[src/rtl/prog_loader.sv]
// Byte-stream program loader: packs big-endian bytes into 32-bit instruction words,
// writes them from BASE_ADDR upward and releases the CPU once the XOR checksum verifies.
module prog_loader #(
   parameter int ADDR_W    = 10,
   parameter int DEPTH     = 1024,
   parameter int BASE_ADDR = 0
) (
   input  logic              clk1,
   input  logic              rst,
   input  logic              start,
   input  logic [ADDR_W:0]   len,
   input  logic [7:0]        in_data,
   input  logic              in_valid,
   output logic              in_ready,
   output logic              mem_we,
   output logic [ADDR_W-1:0] mem_addr,
   output logic [31:0]       mem_wdata,
   output logic              cpu_hold,
   output logic              cpu_start,
   output logic              busy,
   output logic              done,
   output logic              err,
   output logic [ADDR_W:0]   words_written
);

   typedef enum logic [2:0] {
      S_IDLE, S_RECV, S_WRITE, S_CHECK, S_DONE, S_ERR
   } state_e;

   localparam logic [ADDR_W:0]   DEPTH_L = (ADDR_W+1)'(DEPTH);
   localparam logic [ADDR_W-1:0] BASE_L  = ADDR_W'(BASE_ADDR);
   localparam logic [ADDR_W:0]   ONE_L   = (ADDR_W+1)'(1);

   state_e          state_q, state_d;
   logic [ADDR_W:0] len_q, len_d;
   logic [ADDR_W:0] words_q, words_d;
   logic [31:0]     word_q, word_d;
   logic [1:0]      byte_cnt_q, byte_cnt_d;
   logic [7:0]      csum_q, csum_d;
   logic            hold_q, hold_d;
   logic            pulse_q, pulse_d;
   logic            done_q, done_d;
   logic            err_q, err_d;

   always_comb begin
      // NOTE: every signal driven here gets a default first, so no path can infer a latch.
      state_d    = state_q;
      len_d      = len_q;
      words_d    = words_q;
      word_d     = word_q;
      byte_cnt_d = byte_cnt_q;
      csum_d     = csum_q;
      hold_d     = hold_q;
      pulse_d    = 1'b0;
      done_d     = done_q;
      err_d      = err_q;
      in_ready   = 1'b0;
      mem_we     = 1'b0;
      mem_addr   = '0;
      mem_wdata  = '0;

      unique case (state_q)
         S_IDLE, S_DONE, S_ERR: begin
            if (start) begin
               hold_d  = 1'b1;
               done_d  = 1'b0;
               words_d = '0;
               if (len > DEPTH_L) begin
                  err_d   = 1'b1;
                  state_d = S_ERR;
               end else begin
                  err_d      = 1'b0;
                  len_d      = len;
                  csum_d     = '0;
                  byte_cnt_d = '0;
                  state_d    = (len == '0) ? S_CHECK : S_RECV;
               end
            end
         end
         S_RECV: begin
            in_ready = 1'b1;
            if (in_valid) begin
               // Shifting in from the bottom leaves the first byte of the word at the MSB.
               word_d     = {word_q[23:0], in_data};
               csum_d     = csum_q ^ in_data;
               byte_cnt_d = byte_cnt_q + 2'd1;
               if (byte_cnt_q == 2'd3) state_d = S_WRITE;
            end
         end
         S_WRITE: begin
            mem_we    = 1'b1;
            mem_addr  = BASE_L + words_q[ADDR_W-1:0];
            mem_wdata = word_q;
            words_d   = words_q + ONE_L;
            state_d   = (words_d == len_q) ? S_CHECK : S_RECV;
         end
         S_CHECK: begin
            in_ready = 1'b1;
            if (in_valid) begin
               if (in_data == csum_q) begin
                  state_d = S_DONE;
                  hold_d  = 1'b0;
                  done_d  = 1'b1;
                  pulse_d = 1'b1;
               end else begin
                  state_d = S_ERR;
                  err_d   = 1'b1;
               end
            end
         end
         default: state_d = S_IDLE;
      endcase
   end

   always_ff @(posedge clk1) begin
      // NOTE: state is updated with non-blocking assignments so every flop samples pre-edge values.
      if (rst) begin
         state_q    <= S_IDLE;
         len_q      <= '0;
         words_q    <= '0;
         word_q     <= '0;
         byte_cnt_q <= '0;
         csum_q     <= '0;
         hold_q     <= 1'b1;
         pulse_q    <= 1'b0;
         done_q     <= 1'b0;
         err_q      <= 1'b0;
      end else begin
         state_q    <= state_d;
         len_q      <= len_d;
         words_q    <= words_d;
         word_q     <= word_d;
         byte_cnt_q <= byte_cnt_d;
         csum_q     <= csum_d;
         hold_q     <= hold_d;
         pulse_q    <= pulse_d;
         done_q     <= done_d;
         err_q      <= err_d;
      end
   end

   assign busy          = (state_q == S_RECV) || (state_q == S_WRITE) || (state_q == S_CHECK);
   assign cpu_hold      = hold_q;
   assign cpu_start     = pulse_q;
   assign done          = done_q;
   assign err           = err_q;
   assign words_written = words_q;

endmodule

[config.mk]
export PLATFORM = sky130hd
export DESIGN_NAME = prog_loader
export DESIGN_NICKNAME = d
export VERILOG_FILES = /design/src/rtl/prog_loader.sv
export SDC_FILE = /design/constraint.sdc
export NUM_CORES = 1
export LEC_CHECK = 0
export ABC_AREA = 1
export BUFFER_PORTS_ARGS = -buffer_cell sky130_fd_sc_hd__buf_2
export CAP_MARGIN = 20
export CORE_UTILIZATION = 40
export DETAILED_ROUTE_END_ITERATION = 8
export PLACE_DENSITY = 0.72
export SLEW_MARGIN = 30
export SYNTH_ARGS = -nofsm -noshare
export SYNTH_HDL_FRONTEND = slang
export SYNTH_SLANG_ARGS = --single-unit
[constraint.sdc]
create_clock -name clk1 -period 5.05 [get_ports clk1]
set_input_delay 0.2525 -clock clk1 [delete_from_list [all_inputs] [get_ports clk1]]
set_output_delay 0.2525 -clock clk1 [all_outputs]
set_load 0.02 [all_outputs]
== Word level (Yosys, flattened, before mapping) ==
Index checks and enable logic that the tools add are counted.
Storage, ports and cells
  register bits: 71
  input bits: 23
  logic and storage cells: 86
Cells by class
  equal/unequal tests: 15
  reductions and logical operators: 17
  mux-type cells: 37
  $add $sub $neg: 2
  magnitude comparators: 1
  bitwise gates (word level): 4
Operator list (number)
  32-bit two-way mux: 1
  8-bit two-way mux: 3
  11-bit one-hot mux with 2 select lines: 1
  8-bit one-hot mux with 2 select lines: 1
  4-bit AND reduction: 4
  3-bit two-way mux: 5
  1-bit two-way mux: 14
  2-bit inequality test, second input constant: 7
  3-bit one-hot mux with 4 select lines: 1
  11-bit by 1-bit adder with 11-bit output, second input constant: 1
  11-bit equality test: 1
  11-bit greater-than comparator, second input constant: 1
  11-bit logical NOT: 1
  11-bit two-way mux: 1
  10-bit two-way mux: 1
  2-bit two-way mux: 5
  8-bit equality test: 1
  8-bit bitwise XOR: 1
  3-bit by 2-bit equality test with 1-bit output, second input constant: 2
  3-bit equality test, second input constant: 2
  1-bit one-hot mux with 2 select lines: 3
  2-bit nonzero test: 3
  3-bit OR reduction: 2
  2-bit one-hot mux with 2 select lines: 1
  other kinds (9): 13

== Depth between registers and ports, before layout ==
  depth after elaboration: 5
  depth in mapped cells: 13
  gate-level depth less buffers: 13

== Worst setup path before layout ==
Ideal clock, no wire load.
  path type: flip-flop to flip-flop
  start point: register words_q[0] (netlist: words_written[0])
  end point: register state_q[1]
  clock period less this slack: 1771 ps
  required time: 4980 ps
  stages on the path, launching flop included: 14
  arrival time: 1700 ps
  setup slack: 3279 ps
  library setup time: 70 ps
  cells stage by stage: dfxtp_1 > ha_1 > nand2_1 > nor2_2 > nand2_1 > nand2_1 > nor2_1 > nor2_1 > nand2_1 > nor2_1 > nand3_1 > nand2_1 > nand2_1 > a21oi_1
On the way
  longest elaborated chain between the ends: 4
Ends and longest elaborated chain
  start: declaration: line 36  | logic [ADDR_W:0] words_q, words_d;
  start signal: assignment: line 131  | words_q <= words_d;
  11-bit by 1-bit adder with 11-bit output: line 94  | words_d = words_q + ONE_L;
  11-bit equality test: line 95  | state_d = (words_d == len_q) ? S_CHECK : S_RECV;
  2-bit two-way mux: line 95
  3-bit one-hot mux with 4 select lines: line 62  | unique case (state_q)
  end signal: assignment: line 129  | state_q <= state_d;
  end: declaration: line 34  | state_e state_q, state_d;
Every way passes these cells.
A chain may end at the register's enable or synchronous reset.

== Worst setup path in the final report ==
  start point: register state_q[0]
  end point: register csum_q[0]
On the way
  longest elaborated chain between the ends: 4
  elaborated cells on any way between the ends: 11
Ends and longest elaborated chain
  3-bit equality test / 3-bit logical NOT (equally long branches): line 62
  3-bit OR reduction: line 62
  2-bit inequality test (no line) / 2-bit nonzero test (equally long branches)
  4-bit AND reduction (no line)
  end signal: assignment: line 134  | csum_q <= csum_d;
  end: declaration: line 39  | logic [7:0] csum_q, csum_d;
Parallel ways exist; a longest one is shown, timed or not.

==> reports/results.ini <==
[power]
peakVddDrop_v = 0.000232
p_leak_nw = 1.78
p_per_area_nw_per_um2 = 406

[logic_synthesis]
avgSynthCellArea_um2 = 6.90
syn_inst = 497
ys_warn_count = 0
ys_ff_latch = 71
ys_seq_area_share_pct = 41.4
ys_types = 32
syn_area_um2 = 3430
syn_nets = 522

[layout]
drive_gt1_share_pct = 20.5
area_growth_pct = 19.4
utilization_pct = 49.6
final_common_cell = buf_2
layout_common_cells = buf_2, nand2_1, dfxtp_1, inv_1, nor2_1
diodes = 0
final_nets = 597

[sta]
hold_viol_final = 0
relSlewSlack_pct = 41.6
finalSetupTns_ns = 0
min_period_ns = 2.65
rsz0062_at_grt = false
clock.fmax_mhz = 377
period_share_pct = 52.6
worstMarginPinSlew_ns = 0.874
fin_skew_ns = 0.00958
report.final.slew_viol_count = 0
setup_viol = 0

[clock_tree]
clock_latency_ns = 0.35
cts_tree = built
clk_pin_slew_ns = 0.09
post_cts_buffers = 0
clock-sinks = 71
cts_max_level = 3
clockBufferDepth = 2
cts_resized = 0
root_buffer = clkbuf_8
cts_buffers = 9
cts_hold_buf = 0

[grt]
grt_max_degree = 50
grt_pass1_wl_um = 14200
grt_overflow = 0
antenna_found_initial = 0
grt_use_total_pct = 20.4
grt_pass1_vias = 2958

[floorplan]
std_cell_rows = 33
coreArea_um2 = 8260
dieWidth_um = 94.6
die-area_um2 = 8950
io_pins = 83
die_h_um = 94.6
initial_utilization_pct = 41.5

[setup_path]
cp.arrival_ns = 2.92
cp_cell_sequence = inv_1 -> nor3_4 -> inv_4 -> nor2_4 -> inv_2 -> nand2_4 -> nand2_4 -> clkinv_2 -> nand3_1 -> a21oi_1
crit_type = flop to flop
cpPeakStageDelay_ns = 0.67
crit_path_max_fanout = 49
endpoint_kind = flop
start_kind = flop
cp.required_ns = 5.32
ff2ff_setup_slack_ns = 2.40
cp_common_cell = nand2_4
cpMaxStageDelayCell = nor2_4

[routing]
vias_per_cell = 5.06
drc = 0
drt_pass1_iterations = 4
wl_um = 8870
antenna_left = 0
dr.first_iter.drc_count = 181
vias = 3448
post_drt_wl_per_cell_um = 13.0

[placed_design]
place_congestion = 0.892
port-buffer-count = 82
dp_hpwl_um = 6300

[flow_run]
maxCapViolCount = 0

[run_status]
status = complete, no violations

[min_path]
holdCritPathClass = input port to flop

==> cell usage after synthesis <==
library cell   n  area (µm²)
o21ai_0       52         260
a211oi_1       1        7.51
nor3_4         1        16.3
nand2_4        2        22.5
a221oi_1       1        8.76
xnor2_1        4        35.0
inv_2          6        22.5
nor2_2         4        25.0
ha_1           2        25.0
a21oi_1       63         315
nand2_1       72         270
o21ai_1        2        10.0
nor2_1        64         240
dfxtp_1       71        1420
xor2_1         5        43.8
inv_4          1        6.26
nand4_1        6        37.5
buf_6          2        22.5
inv_1         65         244
nand3_1       37         185
clkinv_2       1        5.00
clkbuf_1      15        56.3
o211a_1        4        40.0
or2_1          1        6.26
a31oi_1        1        6.26
o21bai_1       2        15.0
nand3b_1       1        7.51
nor3_2         1        10.0
buf_2          3        15.0
nor3_1         4        20.0
nor4_1         1        6.26
nor2_4         2        22.5
==> worst max-delay path: cells and delay by family (launching register included) <==
family | cells | cell delay [ns]
AO/OA/AOI/OAI | 1 | 0.18
AND/OR/NAND/NOR | 5 | 1.37
flip-flops | 1 | 0.36
buffers and inverters | 4 | 0.64
==> final cells by class <==
class | instances | area, µm²
Clock buffer | 9 | 124
Tap cell | 105 | 131
Sequential cell | 71 | 1420
Multi-Input combinational cell | 333 | 1640
Timing Repair Buffer | 84 | 425
Inverter | 73 | 278
Clock inverter | 7 | 78.8
Fill cell | 850 | 4160
==> registers in the layout, summed over array words and instances, names as in the netlist <==
register and flops:
byte_cnt_q 2, cpu_hold 1, cpu_start 1, csum_q 8, done 1, err 1, len_q 11, state_q 3
word_q 32, words_written 11
==> path summary, 6_finish.rpt <==
check                  start   endpoint  cells after the start
hold reg to reg         done       done                      2
hold / removal        len[1]   len_q[1]                      3
setup / recovery  state_q[0]  csum_q[0]                     10
setup reg to reg  state_q[0]  csum_q[0]                     10
==> metal layers <==
metal	vias up	global-route usage (%)	wire length (µm)
met2	117	30.4	4030
met1	1565	29.1	4100
met3	7	4.27	638
met5	-	0	0
li1	1759	-	-
met4	0	6.94	100
==> power by group <==
group,internal (mW),switching (mW),total (mW)
Clock,0.233,0.238,0.471
Combinational,0.146,0.331,0.476
Sequential,0.660,0.0565,0.717
==> cells by family (layout without fill, tap and decap cells) <==
kind of cell / after synthesis / count (layout) / synth area share (%)
AND/OR/NAND/NOR: 196 / 196 / 25.4
AO/OA/AOI/OAI: 126 / 126 / 19.3
adder cells (fa/ha/maj): 2 / 2 / 0.730
flip-flops: 71 / 71 / 41.4
XOR/XNOR: 9 / 9 / 2.30
buffers and inverters: 93 / 173 / 10.8
==> metrics by stage <==
| step | instance area [µm²] | hold slack, ns | setup slack (ns) | instances | power, mW |
|---|---|---|---|---|---|
| finish | 4100 | 0.186 | 2.40 | 682 | 1.66 |
| global route | 4100 | 0.172 | 2.09 | 682 | 1.77 |
| CTS | 4100 | 0.169 | 2.43 | 682 | 1.67 |
| detailed placement | 3890 | 0.447 | 2.43 | 666 | 1.20 |
| global placement | 3890 | 0.452 | 2.56 | 666 | 1.19 |
| floorplan | 3430 | 0.331 | 3.28 | 497 | 1.09 |
Power figures use the tool's default switching activity.
